===== config.mk =====
export PLATFORM = sky130hd
export DESIGN_NAME = clk_div_ctrl
export DESIGN_NICKNAME = d
export VERILOG_FILES = /design/src/rtl/clk_div_pkg.sv /design/src/rtl/clk_div_ctrl_btn_sync_edge.sv /design/src/rtl/clk_div_ctrl.sv
export SDC_FILE = /design/constraint.sdc
export NUM_CORES = 1
export LEC_CHECK = 0
export ABC_CLOCK_PERIOD_IN_PS = 2400
export BUFFER_PORTS_ARGS = -buffer_cell sky130_fd_sc_hd__buf_2
export CAP_MARGIN = 0
export CORE_MARGIN = 10
export CORE_UTILIZATION = 50
export CTS_BUF_LIST = sky130_fd_sc_hd__clkbuf_4 sky130_fd_sc_hd__clkbuf_8
export CTS_CLUSTER_DIAMETER = 60
export DETAILED_ROUTE_END_ITERATION = 12
export PLACE_DENSITY = 0.89
export SETUP_SLACK_MARGIN = 0.15
export SYNTH_ARGS = -nofsm -noshare
export SYNTH_HDL_FRONTEND = slang
export SYNTH_SLANG_ARGS = --single-unit

===== constraint.sdc =====
create_clock -name clk -period 2.4 [get_ports clk]
set_input_delay 0.24 -clock clk [delete_from_list [all_inputs] [get_ports clk]]
set_output_delay 0.24 -clock clk [all_outputs]
set_load 0.02 [all_outputs]

===== src/rtl/clk_div_pkg.sv =====
// Shared encodings for the clock divider / CPU clock-enable controller.
package clk_div_pkg;

  localparam int STATE_W = 2;

  localparam logic [STATE_W-1:0] MODE_FAST = 2'b00;
  localparam logic [STATE_W-1:0] MODE_SLOW = 2'b01;
  localparam logic [STATE_W-1:0] MODE_STEP = 2'b10;
  localparam logic [STATE_W-1:0] MODE_HALT = 2'b11;

  typedef enum logic [STATE_W-1:0] {
    ST_FAST = MODE_FAST,
    ST_SLOW = MODE_SLOW,
    ST_STEP = MODE_STEP,
    ST_HALT = MODE_HALT
  } state_t;

endpackage


===== src/rtl/clk_div_ctrl_btn_sync_edge.sv =====
// Step button conditioner: 2-flop synchroniser, optional debounce
// (CLK_DIV_CTRL_DEBOUNCE_EN) and a registered single-cycle rising-edge pulse.
module btn_sync_edge #(
  parameter int DEB_W = 16
) (
  input  logic clk,
  input  logic rst,
  input  logic i_btn,
  output logic o_pulse
);

  logic [1:0] r_sync;
  logic       r_level_d;
  logic       r_pulse;
  logic       w_level;

  if (DEB_W < 1) begin : g_bad_deb_w
    $error("btn_sync_edge: DEB_W must be at least 1");
  end

  // NOTE: every flop here updates with <= so all stages sample the same
  // pre-edge values; blocking assignments would collapse the chain.
  always_ff @(posedge clk) begin
    if (rst) begin
      r_sync <= '0;
    end else begin
      r_sync <= {r_sync[0], i_btn};
    end
  end

`ifdef CLK_DIV_CTRL_DEBOUNCE_EN
  logic [DEB_W-1:0] r_deb_cnt;
  logic             r_deb;

  // Any return to the current debounced level restarts the qualification run.
  always_ff @(posedge clk) begin
    if (rst) begin
      r_deb_cnt <= '0;
      r_deb     <= 1'b0;
    end else if (r_sync[1] == r_deb) begin
      r_deb_cnt <= '0;
    end else if (&r_deb_cnt) begin
      r_deb_cnt <= '0;
      r_deb     <= r_sync[1];
    end else begin
      r_deb_cnt <= r_deb_cnt + 1'b1;
    end
  end

  assign w_level = r_deb;
`else
  assign w_level = r_sync[1];
`endif

  always_ff @(posedge clk) begin
    if (rst) begin
      r_level_d <= 1'b0;
      r_pulse   <= 1'b0;
    end else begin
      r_level_d <= w_level;
      r_pulse   <= w_level & ~r_level_d;
    end
  end

  assign o_pulse = r_pulse;

endmodule


===== src/rtl/clk_div_ctrl.sv =====
// Board clock divider and CPU clock-enable controller (FAST/SLOW/STEP/HALT),
// with a programmable modulo counter. Optional step debounce: CLK_DIV_CTRL_DEBOUNCE_EN.
module clk_div_ctrl
  import clk_div_pkg::*;
#(
  parameter int CNT_W    = 32,
  parameter int FAST_TAP = 2,
  parameter int SLOW_TAP = 24,
  parameter int MOD_W    = 11,
  parameter int DEB_W    = 16
) (
  input  logic               clk,
  input  logic               rst,
  input  logic [STATE_W-1:0] mode,
  input  logic               step_btn,
  input  logic [MOD_W-1:0]   mod_val,
  output logic [CNT_W-1:0]   clkdiv,
  output logic               cpu_ce,
  output logic               cpu_clk,
  output logic [MOD_W-1:0]   mod_cnt,
  output logic               mod_wrap,
  output logic [STATE_W-1:0] state
);

  // Counter value one cycle before a tap's enable cycle: 0 followed by TAP ones.
  localparam logic [CNT_W-1:0] FAST_PRE = (CNT_W'(1) << FAST_TAP) - CNT_W'(1);
  localparam logic [CNT_W-1:0] SLOW_PRE = (CNT_W'(1) << SLOW_TAP) - CNT_W'(1);

  if (FAST_TAP >= SLOW_TAP || SLOW_TAP >= CNT_W) begin : g_bad_taps
    $error("clk_div_ctrl: need FAST_TAP < SLOW_TAP < CNT_W");
  end

  logic [CNT_W-1:0] r_clkdiv;
  state_t           r_state;
  logic             r_cpu_ce;
  logic             r_cpu_clk;
  logic [MOD_W-1:0] r_mod_cnt;
  logic             r_mod_wrap;

  state_t w_mode;
  logic   w_step_pulse;
  logic   w_fast_hit;
  logic   w_slow_hit;
  logic   w_ce_next;

  btn_sync_edge #(.DEB_W(DEB_W)) u_btn (
    .clk     (clk),
    .rst     (rst),
    .i_btn   (step_btn),
    .o_pulse (w_step_pulse)
  );

  assign w_mode     = state_t'(mode);
  assign w_fast_hit = (r_clkdiv[FAST_TAP:0] == FAST_PRE[FAST_TAP:0]);
  assign w_slow_hit = (r_clkdiv[SLOW_TAP:0] == SLOW_PRE[SLOW_TAP:0]);

  // NOTE: w_ce_next gets a default before any branch so no path leaves it
  // unassigned, which would otherwise infer a latch.
  always_comb begin
    w_ce_next = 1'b0;
    if (w_mode == r_state) begin
      case (r_state)
        ST_FAST: w_ce_next = w_fast_hit;
        ST_SLOW: w_ce_next = w_slow_hit;
        ST_STEP: w_ce_next = w_step_pulse;
        default: w_ce_next = 1'b0;
      endcase
    end
  end

  // A mode change blanks the enable for the cycle the new state takes effect.
  always_ff @(posedge clk) begin
    if (rst) begin
      r_state   <= ST_FAST;
      r_cpu_ce  <= 1'b0;
      r_cpu_clk <= 1'b0;
    end else begin
      r_state   <= w_mode;
      r_cpu_ce  <= w_ce_next;
      r_cpu_clk <= r_cpu_clk ^ r_cpu_ce;
    end
  end

  always_ff @(posedge clk) begin
    if (rst) begin
      r_clkdiv   <= '0;
      r_mod_cnt  <= '0;
      r_mod_wrap <= 1'b0;
    end else begin
      r_clkdiv <= r_clkdiv + 1'b1;
      if (mod_val == '0) begin
        r_mod_cnt  <= '0;
        r_mod_wrap <= 1'b0;
      end else if (r_mod_cnt >= mod_val - 1'b1) begin
        r_mod_cnt  <= '0;
        r_mod_wrap <= 1'b1;
      end else begin
        r_mod_cnt  <= r_mod_cnt + 1'b1;
        r_mod_wrap <= 1'b0;
      end
    end
  end

  assign clkdiv   = r_clkdiv;
  assign cpu_ce   = r_cpu_ce;
  assign cpu_clk  = r_cpu_clk;
  assign mod_cnt  = r_mod_cnt;
  assign mod_wrap = r_mod_wrap;
  assign state    = r_state;

endmodule


=== Yosys cells after proc, flatten, opt, wreduce, memory -nomap -nowiden ===
Index checks and enable logic that the tools add are counted.

* Flip-flop bits (word level): 52
* Logic and storage cells: 29

* Add/sub/neg operators: 3
* Magnitude comparators: 1
* Eq/ne operators: 5
* Mux-type cells: 2
* Bitwise logic cells: 4
* Reduce and logical (&&, ||, !) cells: 5

{| class="wikitable"
|+ Operators by type and width
! kind !! number
|-
| $add 32x1->32 const B || 1
|-
| $eq 25x24->1 const B || 1
|-
| $add 11x1->11 const B || 1
|-
| $ge 11x11->1 || 1
|-
| $logic_not 11->1 || 1
|-
| $sub 11x1->11 const B || 1
|-
| $reduce_or 2->1 || 2
|-
| $eq 3x2->1 const B || 1
|-
| $pmux 1 s3 || 1
|-
| $reduce_or 3->1 || 1
|-
| $eq 2x1->1 const B || 1
|-
| $eq 2x2->1 || 1
|-
| $eq 2x2->1 const B || 1
|-
| $logic_not 2->1 || 1
|-
| $not 1->1 || 2
|-
| $and 1x1->1 || 1
|-
| $mux 1 || 1
|-
| $xor 1x1->1 || 1
|}

=== Depth between registers and ports, before layout ===
* Depth in word-level cells: 3
* Mapped depth: 13

=== Cells and area by module ===
From an unflattened synthesis, not the netlist that was laid out.

* Cell total of the unflattened synthesis: 286
* Area total of the unflattened synthesis: 2,578.7 µm²

{| class="wikitable"
|+ Modules (own cells, without submodules)
! module !! times used !! cells an instance !! area an instance (µm²)
|-
| clk_div_ctrl || 1 || 278 || 2,467.4
|-
| btn_sync_edge || 1 || 8 || 111.4
|}

=== Least setup slack after synthesis ===
No wires, ideal clock.

* Path type: input port to flip-flop
* From: in mod_val[3]
* To: reg r_mod_cnt[3] (netlist: mod_cnt[3])
* Library setup time: 0.064 ns
* Data arrival time: 2.511 ns
* Data required time: 2.336 ns
* Setup slack: -0.176 ns
* Stages on the path: 11
* Buffers on the path: 1
* Cells stage by stage: or3_1 > or2_1 > or3_1 > xor2_1 > ha_1 > nand3_1 > nor2_1 > a221oi_1 > o211ai_1 > buf_4 > nor2_1

* Longest elaborated chain between the ends: 3

{| class="wikitable"
|+ Ends and longest elaborated chain
! element !! RTL line !! text
|-
| from (decl) || clk_div_ctrl.sv:16 || <nowiki>input logic [MOD_W-1:0] mod_val,</nowiki>
|-
| $sub 11x1->11 || clk_div_ctrl.sv:94 || <nowiki>end else if (r_mod_cnt >= mod_val - 1'b1) begin</nowiki>
|-
| $ge 11x11->1 || clk_div_ctrl.sv:94 ||
|-
| $reduce_or 3->1 (no source line) (*) || -- ||
|-
| to (signal assigned) || clk_div_ctrl.sv:98 || <nowiki>r_mod_cnt <= r_mod_cnt + 1'b1;</nowiki>
|-
| to (decl) || clk_div_ctrl.sv:37 || <nowiki>logic [MOD_W-1:0] r_mod_cnt;</nowiki>
|}

Mark *: on every way between the ends. The rest lies on a longest branch, timed or not.
A chain may end at the register's enable or synchronous reset.

=== Worst setup path in the final report ===
* From: in mod_val[3]
* To: reg r_mod_cnt[5] (netlist: mod_cnt[5])

The elaborated chain is that of the path after synthesis.

==> run metrics <==
pre-CTS setup slack -0.2752 ns; Max stage delay on crit path 0.40 ns; die area 8366 um^2; Flop pwr share 0.574; Synth Area in Compound Gates 0.04018; Net Switching about 0.4 mW; Reg area ~1000 um^2; largest net degree at the start of global routing 25; CP Capture Type register; Vias around 2300; Final Hold Viols 0; Setup Crit Path Kind input port to register; final setup fails 0; Final min period 2.308 ns; Post-Syn Nets approximately 320; commonest non-fill, non-tap cell in the layout buf_2; fin crit share 0.9616; max_cap viols 0; Initial Utilization 0.5267; post-synth top area share 0.4076; clk sinks 52; Comb power frac 0.098; Max VDD drop around 0.00029 V; Clock power frac 0.329; Layout Nets 400; status complete, no violations; IO Pins 64; Synth area leader dfxtp_1; Placer Congestion slightly above 0.9; dpl hpwl 4638 um; Die H 91.47 um; commonest cells after routing, fill and taps aside buf_2, nor2_1, dfxtp_1; P&R area growth vs syn 24.64%; Root Buffer clkbuf_8; clk buf depth 2; slowest stage cell, crit path or3_4; IO Port Bufs 63; mapped cell area around 2600 um^2; Vias/cell just over 5; HP Class input port to register; initial antenna violation count 0; Fin Clk Skew roughly 0.0084 ns; DIE WIDTH 91.47 um; DR pass1 iterations 4; largest family of logic cells by synthesized area simple AND/OR/NAND/NOR gates; CP max FO 11; CP Launch Type input port; RSZ-0062 raised after global routing yes; post-synthesis area per instance approximately 8.7 um^2; switching share of power 0.2519; Synth warnings 0; clock-pin slew on the worst setup and hold paths 0.09 ns; Fill cells ~400; DR WL/cell ~14 um; Worst Path Arrival approximately 2.6 ns; Yosys cell types 39; Total GRT Usage 0.1432; vias in the first global route 2282; H-tree levels 2; dominant cells by area after synthesis dfxtp_1, xor2_1, nor2_1, ha_1, xnor2_1; CTS Buf Count 5; clk_lat worst skew between 0.3 and 0.4 ns; global route overflow 0; Yosys reg bits 52; antenna cell count 0; final WL between 6000 and 7000 um; Core Footprint ~4800 um^2; Leakage between 1 and 1.5 nW; layout cells sized above 1 0.2892; initial DRC count between 100 and 150; sequential element share of the synthesized area 0.4076; critical path cell sequence buf_6 > or3_4 > or2_1 > buf_4 > xor2_1 > ha_1 > a21oi_2 > o21ai_1 > a221oi_2 > o211ai_1 > buf_4 > nor2_2; worst hold margin between 0.15 and 0.2 ns; Slew HR 0.5964; Setup Buffers After CTS 0; internal power about 1.2 mW; Worst Setup Slack, final between 0.09 and 0.1 ns; CP dominant cell by count buf_4; Post-route DRC 0; Synth Area in Adders 0.07349; Post-Synth XOR/XNOR Area 0.1578; num rows 25; maximum operating frequency 433.3 MHz; antenna-violating nets left 0; post-synthesis mux area share 0; post-cts hold buffer count 0; cell count after synthesis around 290; post-synthesis simple-gate area fraction 0.2984; Data required, critical path 2.65 ns; Multi-input gate area 1510 um^2; Worst-Margin Slew 0.6007 ns; first-pass GRT wire length ~10000 um; final number of max-transition violations 0; TNS Setup 0 ns; CTS tree done; pwr/cell area between 400 and 500 nW/um^2
sequential cells by signal (all words and copies together), names as in the netlist:
name             count
u_btn.o_pulse        1
state                2
clkdiv              32
cpu_clk              1
u_btn.r_sync         2
u_btn.r_level_d      1
mod_cnt             11
cpu_ce               1
mod_wrap             1
power by group through the flow:
stage	sequential (mW)	combinational, mW	clock [mW]
floorplan	0.923	0.0679	0
global placement	0.910	0.138	0
detailed placement	0.911	0.143	0
CTS	0.891	0.146	0.521
global route	0.893	0.168	0.551
finish	0.890	0.152	0.510
timing repair:
item                                    in CTS  in global routing
endpoints found under the setup margin      11                 12
resized for setup                            3                  9
pin swaps                                    0                  1
synth_stat cells, drive strengths merged:
cell type	instances
nand4	10
o21ai	5
nor3	10
a211oi	1
xor2	29
xnor2	17
and4	3
buf	2
o211ai	1
ha	15
and3	6
a21oi	7
nor2	57
dfxtp	52
nor3b	1
nand2b	2
or2	1
or3	4
or4	2
a31oi	1
inv	8
and2	2
nor4	3
nand4b	1
nand2	20
nand3	19
a221oi	1
a21o	1
nor2b	7
clkbuf	4
layout make-up:
| class | instances | area share |
|---|---|---|
| Tap cell | 67 | 0.02634 |
| Clock buffer | 6 | 0.02398 |
| Sequential cell | 52 | 0.3270 |
| Multi-Input combinational cell | 226 | 0.4745 |
| Inverter | 8 | 0.009434 |
| Timing Repair Buffer | 76 | 0.1336 |
| Clock inverter | 2 | 0.005110 |
metal layers:
layer	global-route usage	up-vias	wire, um
li1	-	1139	-
met1	0.1626	1033	2532
met2	0.2423	67	2945
met3	0.04198	13	415
met4	0.06397	0	148
met5	0	-	0
per-stage QoR:
| stage | power [mW] | cell area, um^2 | util | cells |
|---|---|---|---|---|
| 2_1_floorplan | 0.9906 | 2570 | - | 292 |
| 3_3_place_gp | 1.047 | 3039 | 0.6268 | 429 |
| 3_5_place_dp | 1.054 | 3039 | 0.6268 | 429 |
| 4_1_cts | 1.558 | 3142 | 0.6480 | 437 |
| 5_1_grt | 1.613 | 3183 | 0.6565 | 437 |
| 6_report | 1.552 | 3183 | 0.6565 | 437 |
final timing paths:
kind,from,end,slack (ns),cells after the start
min,step_btn,u_btn.r_sync[0],0.15,2
max,mod_val[3],mod_cnt[5],0.09,12
min reg2reg,u_btn.r_level_d,u_btn.o_pulse,0.40,1
max reg2reg,mod_cnt[6],mod_cnt[5],0.58,7
kinds of logic after synthesis:
kind of cell,Yosys count
xor gates and xnor gates,46
DFF,52
adders and majority gates,15
buffers and inverters,14
and+or+nand+nor,148
AOI/OAI and AO/OA,17
critical path, delay by kind of cell:
kind	cells	cell delay, ns
AO/OA/AOI/OAI	4	0.69
XOR/XNOR	1	0.14
adder cells (fa/ha/maj)	1	0.31
buffers and inverters	3	0.42
AND/OR/NAND/NOR	3	0.74
No activity file was read; power rests on OpenSTA's default activity.
